### config.mk
export PLATFORM = sky130hd
export DESIGN_NAME = sva_result_collector
export DESIGN_NICKNAME = d
export VERILOG_FILES = /design/src/rtl/sva_result_collector.sv
export SDC_FILE = /design/constraint.sdc
export NUM_CORES = 1
export LEC_CHECK = 0
export CAP_MARGIN = 20
export CORE_MARGIN = 5
export CORE_UTILIZATION = 50
export DETAILED_ROUTE_END_ITERATION = 8
export PLACE_DENSITY = 0.72
export SYNTH_ARGS = -nofsm -noshare
export SYNTH_HDL_FRONTEND = slang
export SYNTH_SLANG_ARGS = --single-unit
### constraint.sdc
create_clock -name sys_clk -period 12.68 [get_ports sys_clk]
set_input_delay 2.536 -clock sys_clk [delete_from_list [all_inputs] [get_ports sys_clk]]
set_output_delay 2.536 -clock sys_clk [all_outputs]
set_load 0.01 [all_outputs]
### src/rtl/sva_result_collector.sv
`default_nettype none
// ============================================================================
// Module   : sva_result_collector
// Brief    : Counts checker success/fail/lazy pulses, keeps an aggregate
//            verdict and logs timestamps of fails in a small FIFO.
// Revision : 1.0 - initial release
// ============================================================================
module sva_result_collector #(
    parameter int CNT_W = 16,
    parameter int TS_W  = 32,
    parameter int DEPTH = 8
) (
    input  logic             sys_clk,
    input  logic             sys_rst,
    input  logic             clr,
    input  logic             succ_i,
    input  logic             fail_i,
    input  logic             lazy_succ_i,
    output logic [CNT_W-1:0] succ_cnt,
    output logic [CNT_W-1:0] fail_cnt,
    output logic [CNT_W-1:0] lazy_cnt,
    output logic [1:0]       verdict,
    output logic             err_sticky,
    output logic [TS_W-1:0]  first_fail_ts,
    output logic             evt_valid,
    input  logic             evt_ready,
    output logic [TS_W-1:0]  evt_ts,
    output logic             ovf,
    output logic [CNT_W-1:0] drop_cnt
);

    localparam int              c_AW      = $clog2(DEPTH);
    localparam logic [c_AW:0]   c_PTR_ONE = (c_AW+1)'(1);
    localparam logic [CNT_W-1:0] c_CNT_ONE = CNT_W'(1);
    localparam logic [TS_W-1:0]  c_TS_ONE  = TS_W'(1);

    typedef enum logic [1:0] {
        ST_NONE = 2'b00,
        ST_PASS = 2'b01,
        ST_FAIL = 2'b10
    } state_t;

    state_t          r_state;
    state_t          w_state_nxt;
    logic [TS_W-1:0] r_ts;
    logic [TS_W-1:0] r_mem [DEPTH];
    logic [c_AW:0]   r_wr_ptr;
    logic [c_AW:0]   r_rd_ptr;
    logic [c_AW:0]   w_wr_nxt;
    logic [c_AW:0]   w_rd_nxt;
    logic            w_empty;
    logic            w_full;
    logic            w_pop;
    logic            w_push;
    logic            w_drop;
    logic [TS_W-1:0] w_head_nxt;

    function automatic logic [CNT_W-1:0] f_sat_inc(input logic [CNT_W-1:0] v,
                                                   input logic en);
        return (en && (v != '1)) ? v + c_CNT_ONE : v;
    endfunction

    always_comb begin
        w_state_nxt = ST_NONE;
        case (r_state)
            ST_NONE: begin
                if (fail_i)
                    w_state_nxt = ST_FAIL;
                else if (succ_i || lazy_succ_i)
                    w_state_nxt = ST_PASS;
                else
                    w_state_nxt = ST_NONE;
            end
            ST_PASS: w_state_nxt = fail_i ? ST_FAIL : ST_PASS;
            ST_FAIL: w_state_nxt = ST_FAIL;
            default: w_state_nxt = ST_NONE;
        endcase
    end

    // A push into a full FIFO is accepted only when the head leaves in the same cycle.
    always_comb begin
        w_empty  = (r_wr_ptr == r_rd_ptr);
        w_full   = (r_wr_ptr[c_AW] != r_rd_ptr[c_AW]) &&
                   (r_wr_ptr[c_AW-1:0] == r_rd_ptr[c_AW-1:0]);
        w_pop    = !w_empty && evt_ready;
        w_push   = fail_i && (!w_full || w_pop);
        w_drop   = fail_i && w_full && !w_pop;
        w_wr_nxt = w_push ? r_wr_ptr + c_PTR_ONE : r_wr_ptr;
        w_rd_nxt = w_pop  ? r_rd_ptr + c_PTR_ONE : r_rd_ptr;
        // Forward the incoming timestamp when it becomes the new head.
        if (w_push && (r_wr_ptr[c_AW-1:0] == w_rd_nxt[c_AW-1:0]))
            w_head_nxt = r_ts;
        else
            w_head_nxt = r_mem[w_rd_nxt[c_AW-1:0]];
    end

    always_ff @(posedge sys_clk) begin
        if (w_push && !clr)
            r_mem[r_wr_ptr[c_AW-1:0]] <= r_ts;
    end

    always_ff @(posedge sys_clk or posedge sys_rst) begin
        if (sys_rst) begin
            r_ts          <= '0;
            r_state       <= ST_NONE;
            r_wr_ptr      <= '0;
            r_rd_ptr      <= '0;
            succ_cnt      <= '0;
            fail_cnt      <= '0;
            lazy_cnt      <= '0;
            drop_cnt      <= '0;
            verdict       <= ST_NONE;
            err_sticky    <= 1'b0;
            first_fail_ts <= '0;
            evt_valid     <= 1'b0;
            evt_ts        <= '0;
            ovf           <= 1'b0;
        end else if (clr) begin
            r_ts          <= '0;
            r_state       <= ST_NONE;
            r_wr_ptr      <= '0;
            r_rd_ptr      <= '0;
            succ_cnt      <= '0;
            fail_cnt      <= '0;
            lazy_cnt      <= '0;
            drop_cnt      <= '0;
            verdict       <= ST_NONE;
            err_sticky    <= 1'b0;
            first_fail_ts <= '0;
            evt_valid     <= 1'b0;
            evt_ts        <= '0;
            ovf           <= 1'b0;
        end else begin
            r_ts          <= r_ts + c_TS_ONE;
            r_state       <= w_state_nxt;
            r_wr_ptr      <= w_wr_nxt;
            r_rd_ptr      <= w_rd_nxt;
            succ_cnt      <= f_sat_inc(succ_cnt, succ_i);
            fail_cnt      <= f_sat_inc(fail_cnt, fail_i);
            lazy_cnt      <= f_sat_inc(lazy_cnt, lazy_succ_i);
            drop_cnt      <= f_sat_inc(drop_cnt, w_drop);
            verdict       <= w_state_nxt;
            err_sticky    <= err_sticky | fail_i;
            if (fail_i && !err_sticky)
                first_fail_ts <= r_ts;
            evt_valid     <= (w_wr_nxt != w_rd_nxt);
            evt_ts        <= w_head_nxt;
            ovf           <= ovf | w_drop;
        end
    end

endmodule
`default_nettype wire

# After elaboration in Yosys (flattened, before gate mapping)
# Memories as Yosys holds them, arrays and structs flattened.
# Cells that the tools add are included.
[op_classes] n_eq_ne=11 reduce_logical=25 mux=27 add_sub_neg=7 bitwise=2
[op_table] op="2-to-1 mux 32 bit" n=5
[op_table] op="2-to-1 mux 16 bit" n=8
[op_table] op="adder 16 x 1 -> 16 bit, second input constant" n=4
[op_table] op="inequality test 16 bit, second input constant" n=4
[op_table] op="adder 32 x 1 -> 32 bit, second input constant" n=1
[op_table] op="2-to-1 mux 4 bit" n=4
[op_table] op="logical AND 1 bit" n=12
[op_table] op="nonzero test 2 bit" n=5
[op_table] op="adder 4 x 1 -> 4 bit, second input constant" n=2
[op_table] op="equality test 3 bit" n=2
[op_table] op="2-to-1 mux 1 bit" n=6
[op_table] op="2-to-1 mux 2 bit" n=3
[op_table] op="case mux 2 bit (3 select lines)" n=1
[op_table] op="logical NOT 1 bit" n=5
[op_table] op="equality test 4 bit" n=1
[op_table] op="inequality test 4 bit" n=1
[op_table] op="equality test 2 x 1 -> 1 bit, second input constant" n=1
[op_table] op="equality test 2 bit, second input constant" n=1
[op_table] op="logical NOT 2 bit" n=1
[op_table] op="logical OR 1 bit" n=2
[op_table] op="bitwise OR 1 bit" n=2
[op_table] op="inequality test 1 bit" n=1
[totals] mem_count=1 out_inout_bits=133 wordCells=86 register_bits=173 in_bits=7 mem_bits_rw=256
[memory_table] name="r_mem" words=8 word_bits=32 rd=1 rd_ports_with_merged_regs=0 wr=1 line="46" text="logic [TS_W-1:0] r_mem [DEPTH];"

# Depth between registers and ports, before layout
[logic_depth] depth_word=8 ltp_mapped=9

# Worst setup path before layout
# OpenSTA, ideal clock, no wires.
[synth_path] path_kind="input port to flip-flop" startpoint="input evt_ready" endpoint="memory r_mem[0][0], enable pin" required_ps=12219 arrival_ps=5488 n_path_buf=0 slack_ps=6731 setup_ps=461 path_stages=4 path_cell_list="nor4_1 a21bo_1 or3_1 nor3_1"
[synth_between] elab_chain_len=6
[synth_rtl] item="start, declared" line="26" text="input logic evt_ready,"
[synth_rtl] item="logical AND 1 bit" line="85" text="w_pop = !w_empty && evt_ready;"
[synth_rtl] item="logical OR 1 bit" line="86" text="w_push = fail_i && (!w_full || w_pop);"
[synth_rtl] item="logical AND 1 bit" line="86"
[synth_rtl] item="logical AND 1 bit" line="98" text="if (w_push && !clr)"
[synth_rtl] item="2-to-1 mux 1 bit" line="98"
[synth_rtl] item="2-to-1 mux 1 bit (implied by the code)" line="99" text="r_mem[r_wr_ptr[c_AW-1:0]] <= r_ts;"
[synth_rtl] item="end, declared" line="46"
# No other way between the ends.

# Worst setup path in the final report
[layout_path] startpoint="input evt_ready" endpoint="register evt_ts[22]"
[layout_between] elab_chain_len=6 elab_cells_between_ends=9
[layout_rtl] item="logical AND 1 bit *" line="85"
[layout_rtl] item="parallel branches: the longest is 3 deep, another holds memory read (8 x 32 bit)"
[layout_rtl] item="2-to-1 mux 32 bit *" line="91" text="if (w_push && (r_wr_ptr[c_AW-1:0] == w_rd_nxt[c_AW-1:0]))"
[layout_rtl] item="2-to-1 mux 32 bit *" line="118" text="end else if (clr) begin"
[layout_rtl] item="end signal, assigned" line="147" text="evt_ts <= w_head_nxt;"
[layout_rtl] item="end, declared" line="27" text="output logic [TS_W-1:0] evt_ts,"
# Mark *: on every way between the ends.
# A chain may end at the register's enable or synchronous reset.

==> results.sh <==
export IMPL_status="complete, no violations"
export IMPL_holdPathEnd="r_state[0]$_DFF_PP0_"
export IMPL_dpl_cell_area_um2=19900
export IMPL_routabilityCongestion=0.785
export IMPL_cp_top_family="buffers and inverters"
export IMPL_hold_buffers=0
export IMPL_initial_utilization=0.505
export IMPL_wl_per_cell_um=23.2
export IMPL_core_rowCount=69
export IMPL_port_buffers=139
export IMPL_p_per_area_nw_per_um2=164
export IMPL_critPathSlowestCell="clkdlybuf4s50_1"
export IMPL_leakage_uw=0.00784
export IMPL_vias=12300
export IMPL_cpPeakStageDelay_ns=0.63
export IMPL_r2r_start="r_rd_ptr[0]$_DFF_PP0_"
export IMPL_finalSetupTns_ns=0
export IMPL_synth_common_cells="edfxtp_1, dfrtp_1, o22ai_1"
export IMPL_synth_top_area_frac=0.428
export IMPL_finalNonFillerCells=1963
export IMPL_grt_pass1_vias=12400
export IMPL_synth_area_um2=18000
export IMPL_max_slew_margin=0.266
export IMPL_grt_usage=0.225
export IMPL_path_cells="clkdlybuf4s50_1 > o41a_4 > o21ai_0 > o211ai_1 > buf_4 > or2_2 > buf_12 > a311oi_2"
export IMPL_postLayoutCellArea_um2=21400
export IMPL_drc_errors=0
export IMPL_rr_endpoint="evt_ts[30]$_DFF_PP0_"
export IMPL_ys_types=56
export IMPL_overflow=0
export IMPL_clock_fmax_mhz=191
export IMPL_syn_area_per_cell_um2=13.3
export IMPL_final_nets=1480
export IMPL_clockBufferDepth=3
export IMPL_boundaryPins=140
export IMPL_yosysSeqAreaShare=0.668
export IMPL_start_kind="primary input"
export IMPL_die_y_um=200
export IMPL_drt_pass1_iterations=5
export IMPL_rsz0062_at_grt="no"
export IMPL_synth_fp_nets=1362
export IMPL_ys_seq_elements=429
export IMPL_reg2reg_depth=8
export IMPL_placedCellCount=1879
export IMPL_grt_pass1_wl_um=70500
export IMPL_fin_ws_ns=7.45
export IMPL_dp_hpwl_um=25300
export IMPL_critPathMaxFanout=41
export IMPL_hp_class="register to register"
export IMPL_top_layer="met4"
export IMPL_pre_cts_ws_ns=6.95
export IMPL_cts_tree="yes"
export IMPL_yosys_warnings=0
export IMPL_syn_to_final_growth_pct=19.2
export IMPL_grt_max_degree=96
export IMPL_synth_edf_count=256
export IMPL_setup_viol=0
export IMPL_cts_resized_gates=0
export IMPL_worst_path_buf_inv=3
export IMPL_cp_arrival_ns=5.60
export IMPL_root_buffer="clkbuf_16"
export IMPL_htreeDepth=2
export IMPL_post_synth_top_count_cell="edfxtp_1"
export IMPL_ant_nets=0
export IMPL_core_area_um2=35600
export IMPL_period_share=0.413
export IMPL_ys_async_sr_fraction=0.403
export IMPL_dr_wl_met2_um=22400
export IMPL_antenna_found_initial=0
export IMPL_min_from="r_state[1]$_DFF_PP0_"
export IMPL_clk_pin_slew_ns=0.06
export IMPL_wl_met1_um=19200
export IMPL_whs_ns=0.499
export IMPL_maxSlewViolCount=0
export IMPL_tightest_slew_ns=1.10
export IMPL_yosys_area_top_type="edfxtp_1"
export IMPL_via_per_inst=6.26
export IMPL_cts_setup_buffers=0
export IMPL_clk_latency_ns=0.55
export IMPL_critPathKind="primary input to register"
export IMPL_first_iter_violations=1088
export IMPL_critical_path_required_ns=13.04
export IMPL_syn_inst=1348
export IMPL_ir_drop_v=0.000124
export IMPL_route_met3_wl_um=3100
export IMPL_cts_sinks=429
export IMPL_rrSetupSlack_ns=8.93
export IMPL_ys_flop_type="edfxtp_1"
export IMPL_whs_path_depth=1
export IMPL_finalHoldViolCount=0
export IMPL_drive_gt1_frac=0.104
export IMPL_cp_end_kind="register"
export IMPL_synthTopCellsByArea="edfxtp_1, dfrtp_1, o22ai_1"
export IMPL_drt_total_wl_um=45500
export IMPL_cts_inserted_buffers=44
export IMPL_period_needed_ns=5.23
export IMPL_die_area_um2=39900
export IMPL_drv_cap=0
export IMPL_worstSetupStartpoint="evt_ready"
export IMPL_fin_skew_ns=0.0192
export IMPL_chipWidth_um=200
export IMPL_num_antenna_cells=0
-- per-stage QoR --
stage          power (µW)  utilization
5_1_grt              3630        0.602
3_3_place_gp         2200        0.557
3_5_place_dp         2220        0.559
6_report             3500        0.602
4_1_cts              3520        0.601
2_1_floorplan        1980            -
-- state kept, by name, indices dropped and copies added, names as in the netlist, 16 cells and up --
signal,flops
fail_cnt,16
evt_ts,32
first_fail_ts,32
lazy_cnt,16
r_mem,256
succ_cnt,16
drop_cnt,16
r_ts,32
-- cell type report --
cell class / count / area (µm²)
Fill cell: 2740 / 14100
Sequential cell: 429 / 12000
Multi-Input combinational cell: 816 / 5650
Timing Repair Buffer: 163 / 1640
Clock buffer: 66 / 1330
Tap cell: 461 / 577
Clock inverter: 16 / 161
Inverter: 12 / 52.6
-- report_power, final --
part,internal (µW),switching [µW]
registers,1530,43.6
clock network,773,539
logic,256,365
-- worst reg2reg max path, stage by stage, from the launching register on --
cell and delay (ns):
dfrtp_1 0.66, xor2_2 0.26, o41a_4 0.75, o21ai_0 0.37, o211ai_1 0.14, buf_4 0.33, or2_2 0.60, buf_12 0.28
a311oi_1 0.27
-- how the worst max path moves through the flow --
stage               slack, ns  cells past startpoint                 endpoint
floorplan                5.46                      1  drop_cnt[0]$_DFFE_PP0P_
global placement         6.70                      7     evt_ts[16]$_DFF_PP0_
detailed placement       6.95                      8     evt_ts[26]$_DFF_PP0_
CTS                      7.50                      8     evt_ts[26]$_DFF_PP0_
global route             7.32                      8     evt_ts[26]$_DFF_PP0_
finish                   7.45                      8     evt_ts[22]$_DFF_PP0_
-- per-layer routing --
metal / up-vias / GRT usage
li1: 5465 / -
met1: 6248 / 0.312
met2: 507 / 0.377
met3: 76 / 0.0334
met4: 0 / 0.0558
met5: - / 0
-- cells in the final DEF (no fill, tap or decap), types with 31 or more instances in the layout --
cell | synthesis | final
edfxtp_1 | 256 | 256
o221ai_1 | 31 | 31
clkbuf_16 | 0 | 47
clkdlybuf4s50_1 | 0 | 138
a22o_1 | 32 | 32
nor2_1 | 122 | 116
nor3_1 | 56 | 54
xnor2_1 | 37 | 36
dfrtp_1 | 173 | 173
xor2_1 | 54 | 53
or4_1 | 33 | 33
nand3_1 | 37 | 37
nand2_1 | 42 | 41
or3_1 | 72 | 71
o22ai_1 | 124 | 124
-- kinds of logic after synthesis --
| group | synth area share |
|---|---|
| multiplexers | 0.00842 |
| adder cells (fa/ha/maj) | 0.00487 |
| XOR/XNOR | 0.0489 |
| buffers and inverters | 0.0241 |
| AO/OA/AOI/OAI | 0.117 |
| flip-flops | 0.668 |
| AND/OR/NAND/NOR | 0.128 |
No activity file was read; power rests on OpenSTA's default activity.
==> edit 1: new RTL, same flow settings <==
Set the parameter `CNT_W` to 14 (it was 16).
--- a/src/rtl/sva_result_collector.sv
+++ b/src/rtl/sva_result_collector.sv
@@ -6,7 +6,7 @@
 // Revision : 1.0 - initial release
 // ============================================================================
 module sva_result_collector #(
-    parameter int CNT_W = 16,
+    parameter int CNT_W = 14,
     parameter int TS_W  = 32,
     parameter int DEPTH = 8
 ) (
Ports: changed (resized drop_cnt, fail_cnt, lazy_cnt and succ_cnt); port bits go from 140 to 132. No check against the original RTL was run, so the function may have changed too.
==> edit 1 against the original RTL <==
- setup slack worse by 140 ps
- power decreased by 5.8%
- cell count decreased by 6.3%
- sequential cell count decreased by 8
- final area decreased by 5.9%
- area after synthesis decreased by 5.2%
- critical path type unchanged
- routed wire length is 13% lower
==> edit 1: results (changes against the original RTL) <==
Clock network
  • Worst-Skew Late Latency: 530 ps (was 550 ps)
  • Num CTS Buffers: 43 (was 44)

Placed design
  • Post-Place Cell Area: 18800 sq um (was 19900 sq um)
  • GP Congestion: 0.821 (was 0.785)
  • DP HPWL: 21100 um (was 25300 um)
  • Port bufs: 131 (was 139)
  • Place WS: 6720 ps (was 6950 ps)

Synthesis
  • Count of cell types in the netlist: 57 (was 56)
  • Seq/Total Area, Yosys: 69.3% (was 66.8%)
  • Syn nets: 1252 (was 1362)
  • Synth Area in XOR/XNOR: 4.56% (was 4.89%)
  • Area share of fa/ha/maj cells after synthesis: 0.514% (was 0.487%)
  • Syn Area/Cell: 13.8 sq um (was 13.3 sq um)
  • Async SR Flop Fraction: 39.2% (was 40.3%)
  • Synth Area in Compound Gates: 10.4% (was 11.7%)
  • Post-synthesis mux area share: 1.16% (was 0.842%)
  • Commonest cells post-synth: 256 x edfxtp_1, 165 x dfrtp_1, 134 x nor2_1, 94 x o22ai_1, 74 x or3_1 (was 256 x edfxtp_1, 173 x dfrtp_1, 124 x o22ai_1, 122 x nor2_1, 72 x or3_1)

Setup path
  • CP arrival: 5810 ps (was 5600 ps)
  • CP max stage delay: 720 ps (was 630 ps)
  • CP Max Fanout: 46 (was 41)
  • Critical path's slowest cell: mux2i_4 (was clkdlybuf4s50_1)
  • CP startpoint: evt_ready (unchanged)

Detailed routing
  • TritonRoute pass-1 iters: 5 (unchanged)
  • WL final: 39500 um (was 45500 um)
  • Initial DRC count: 712 (was 1088)
  • Routed length per instance: 21.5 um (was 23.2 um)
  • Vias/cell: 5.87 (was 6.26)

GRT
  • Largest net degree at the start of global routing: 98 (was 96)
  • GRT Util Overall: 20.6% (was 22.5%)
  • Vias in the first global route: 11000 (was 12400)
  • Global-route wire length before repair: 62500 um (was 70500 um)

Worst hold path
  • Min-delay src: first_fail_ts[23]$_DFFE_PP0P_ (was r_state[1]$_DFF_PP0_)

STA
  • Worst slew pin tran: 1020 ps (was 1100 ps)
  • Setup WS post-layout: 7300 ps (was 7450 ps)
  • Final Hold Slack: 501 ps (was 499 ps)
  • Setup Skew: 14.8 ps (was 19.2 ps)

Run status
  • Status: finished, final reports clean (unchanged)

Power and ir drop
  • Lkg Pwr: 7.30 nW (was 7.84 nW)
  • P_sw: 0.000879 W (was 0.000947 W)
  • VDD IR max: 0.111 mV (was 0.124 mV)

Cells and area
  • Share of post-route cells with drive strength above 1: 9.78% (was 10.4%)
  • # nets final: 1371 (was 1480)
edit 1: logic make-up (layout without fill, tap and decap cells):
group / after synthesis / count (layout)
flip-flops: 421 / 421
AND/OR/NAND/NOR: 392 / 392
AO/OA/AOI/OAI: 231 / 231
XOR/XNOR: 87 / 87
buffers and inverters: 86 / 239
multiplexers: 14 / 14
adder cells (fa/ha/maj): 7 / 7
edit 1: final cells by class:
type | count | area [sq um]
flip-flops and latches | 421 | 11800
multi-input cells | 731 | 4910
repair buffers | 150 | 1480
clock buffers | 57 | 1210
well taps | 448 | 561
inverters | 10 | 42.5
fillers | 2544 | 13500
clock inverters | 22 | 143
edit 1: worst paths after layout:
kind                                                 end  slack, ps  cells past startpoint
max in group asynchronous           evt_ts[22]$_DFF_PP0_       8580                      3
min reg2reg                first_fail_ts[23]$_DFFE_PP0P_        500                      1
max reg2reg                          evt_ts[2]$_DFF_PP0_       8710                      7
min in group asynchronous   first_fail_ts[2]$_DFFE_PP0P_       2540                      2
max                                  evt_ts[2]$_DFF_PP0_       7300                      8
min                        first_fail_ts[23]$_DFFE_PP0P_        500                      1
edit 1: power groups by stage:
stage / Combinational [W] / Clock [W] / Sequential [W]
final: 0.000563 / 0.00120 / 0.00154
after floorplan: 0.000365 / 0 / 0.00157
after CTS: 0.000562 / 0.00122 / 0.00154
after global placement: 0.000545 / 0 / 0.00156
after detailed placement: 0.000558 / 0 / 0.00156
after global routing: 0.000611 / 0.00128 / 0.00154
edit 1: routing by layer:
layer | wire length [um] | GRT usage (%) | vias to the layer above | part of all wire, %
met4 | 564 | 5.05 | 0 | 1.4
met3 | 2340 | 2.93 | 46 | 5.9
met1 | 16900 | 28.5 | 5477 | 43
met5 | 0 | 0 | - | 0
met2 | 19700 | 34.7 | 340 | 50
li1 | - | - | 4935 | -
==> edit 2: new RTL, config.mk and constraints unchanged <==
Made on the original files. Register the output `succ_cnt` once more, without a reset; this adds one clock of latency there. The other outputs are not delayed to match.
--- a/src/rtl/sva_result_collector.sv
+++ b/src/rtl/sva_result_collector.sv
@@ -39,6 +39,8 @@
         ST_PASS = 2'b01,
         ST_FAIL = 2'b10
     } state_t;
+
+    logic [CNT_W-1:0] succ_cnt_s0;
 
     state_t          r_state;
     state_t          w_state_nxt;
@@ -105,7 +107,7 @@
             r_state       <= ST_NONE;
             r_wr_ptr      <= '0;
             r_rd_ptr      <= '0;
-            succ_cnt      <= '0;
+            succ_cnt_s0   <= '0;
             fail_cnt      <= '0;
             lazy_cnt      <= '0;
             drop_cnt      <= '0;
@@ -120,7 +122,7 @@
             r_state       <= ST_NONE;
             r_wr_ptr      <= '0;
             r_rd_ptr      <= '0;
-            succ_cnt      <= '0;
+            succ_cnt_s0   <= '0;
             fail_cnt      <= '0;
             lazy_cnt      <= '0;
             drop_cnt      <= '0;
@@ -135,7 +137,7 @@
             r_state       <= w_state_nxt;
             r_wr_ptr      <= w_wr_nxt;
             r_rd_ptr      <= w_rd_nxt;
-            succ_cnt      <= f_sat_inc(succ_cnt, succ_i);
+            succ_cnt_s0   <= f_sat_inc(succ_cnt_s0, succ_i);
             fail_cnt      <= f_sat_inc(fail_cnt, fail_i);
             lazy_cnt      <= f_sat_inc(lazy_cnt, lazy_succ_i);
             drop_cnt      <= f_sat_inc(drop_cnt, w_drop);
@@ -149,6 +151,10 @@
         end
     end
 
+    always_ff @(posedge sys_clk) begin
+        succ_cnt <= succ_cnt_s0;
+    end
+
 endmodule
 `default_nettype wire
 
Check against the original RTL: not equivalent (Yosys sat finds a counterexample within 4 cycles, from zero or initial values and one cycle with sys_rst high).
==> edit 2 against the original RTL <==
- count of clock-buffer cells in the layout increased by 4
- fmax down 9.1%
- worst hold slack got worse by 85 ps
- final area increased by 2.4%
- routed wire length decreased by 3.1%
- setup slack worse by 530 ps
- synthesized cell count rose by 3.8%
- utilization shrank 0.46 points
- global-route usage fell by 1.2 points
- sequential cell count up 16
- area after synthesis increased by 3.8%
- power is 6.7% lower
- critical path type unchanged
- largest power group unchanged
==> edit 2: results (changes against the original RTL) <==
Setup path
  • Reg2reg start: r_wr_ptr[1]$_DFF_PP0_ (was r_rd_ptr[0]$_DFF_PP0_)
  • Critical path's slowest cell: mux2i_4 (was clkdlybuf4s50_1)
  • CP max stage delay: 720 ps (was 630 ps)
  • R2R Setup Slk: 8390 ps (was 8930 ps)
  • Reg2reg end: evt_ts[0]$_DFF_PP0_ (was evt_ts[30]$_DFF_PP0_)

STA
  • Final Hold Slack: 415 ps (was 499 ps)
  • Tmin final: 5760 ps (was 5230 ps)
  • Setup Skew: 17.9 ps (was 19.2 ps)
  • Rel. slew slack: 28.5% (was 26.6%)

Synthesis
  • Commonest cells post-synth: 256 x edfxtp_1, 173 x dfrtp_1, 149 x nor2_1, 62 x o32ai_1, 57 x clkbuf_1 (was 256 x edfxtp_1, 173 x dfrtp_1, 124 x o22ai_1, 122 x nor2_1, 72 x or3_1)
  • Async SR Flop Fraction: 38.9% (was 40.3%)
  • Count of cell types in the netlist: 62 (was 56)

GRT
  • Grt met1 use: 28.7% (was 31.2%)
  • GRT Util Overall: 21.2% (was 22.5%)
  • Vias in the first global route: 12800 (was 12400)
  • M2 GR Usage: 35.6% (was 37.7%)
  • GRT met3 Usage: 4.33% (was 3.34%)

Placed design
  • Placed Cells incl. Taps: 1935 (was 1879)
  • Place WS: 6430 ps (was 6950 ps)
  • Post-Place Cell Area: 20500 sq um (was 19900 sq um)
  • DP HPWL: 25300 um (about the same)
  • GP Congestion: 0.789 (was 0.785)

Cells and area
  • Share of post-route cells with drive strength above 1: 10.4% (about the same)
  • Fillers: 2810 (was 2740)
  • # nets final: 1529 (was 1480)

Detailed routing
  • Vias: 12300 (about the same)
  • WL met2: 21600 um (was 22400 um)
  • WL final: 44100 um (was 45500 um)
  • Met3 WL: 3060 um (was 3100 um)

Clock network
  • Num CTS Buffers: 45 (was 44)

Worst hold path
  • Hold path endpoint: succ_cnt[15]$_DFF_P_ (was r_state[0]$_DFF_PP0_)
  • Min-delay src: succ_cnt_s0[15]$_DFFE_PP0P_ (was r_state[1]$_DFF_PP0_)
  • Worst hold stages: 0 (was 1)

Run status
  • Status: finished, final reports clean (unchanged)

Power and ir drop
  • VDD IR max: 0.112 mV (was 0.124 mV)
[edit 2: cell types whose count changed in the layout (fill, tap and decap cells not counted), moves of 29 or more]
cell,unedited run,this run
o221ai_1,31,0
o22ai_1,124,32
or4_1,33,1
o32ai_1,0,62
or2_2,2,31
or3_1,71,10
a2111o_1,0,31
nor2_1,116,146
o2111ai_1,0,31
inv_1,11,44
mux2i_1,5,35
[edit 2: logic make-up after synthesis]
kind of cell	count (synthesis)	synth area share [%]
compound gates	261	12.2
fa+ha+maj	7	0.469
mux	40	2.42
xor+xnor	99	4.90
simple gates	404	10.6
flops	445	66.1
buf+inv	143	3.26
[edit 2: cell type report]
class	instances	area [sq um]	area share [%]
flip-flops and latches	445	12300	56.3
clock inverters	14	67.6	0.308
repair buffers	166	1590	7.23
clock buffers	70	1350	6.14
multi-input cells	811	5830	26.6
inverters	46	180	0.821
well taps	468	586	2.67
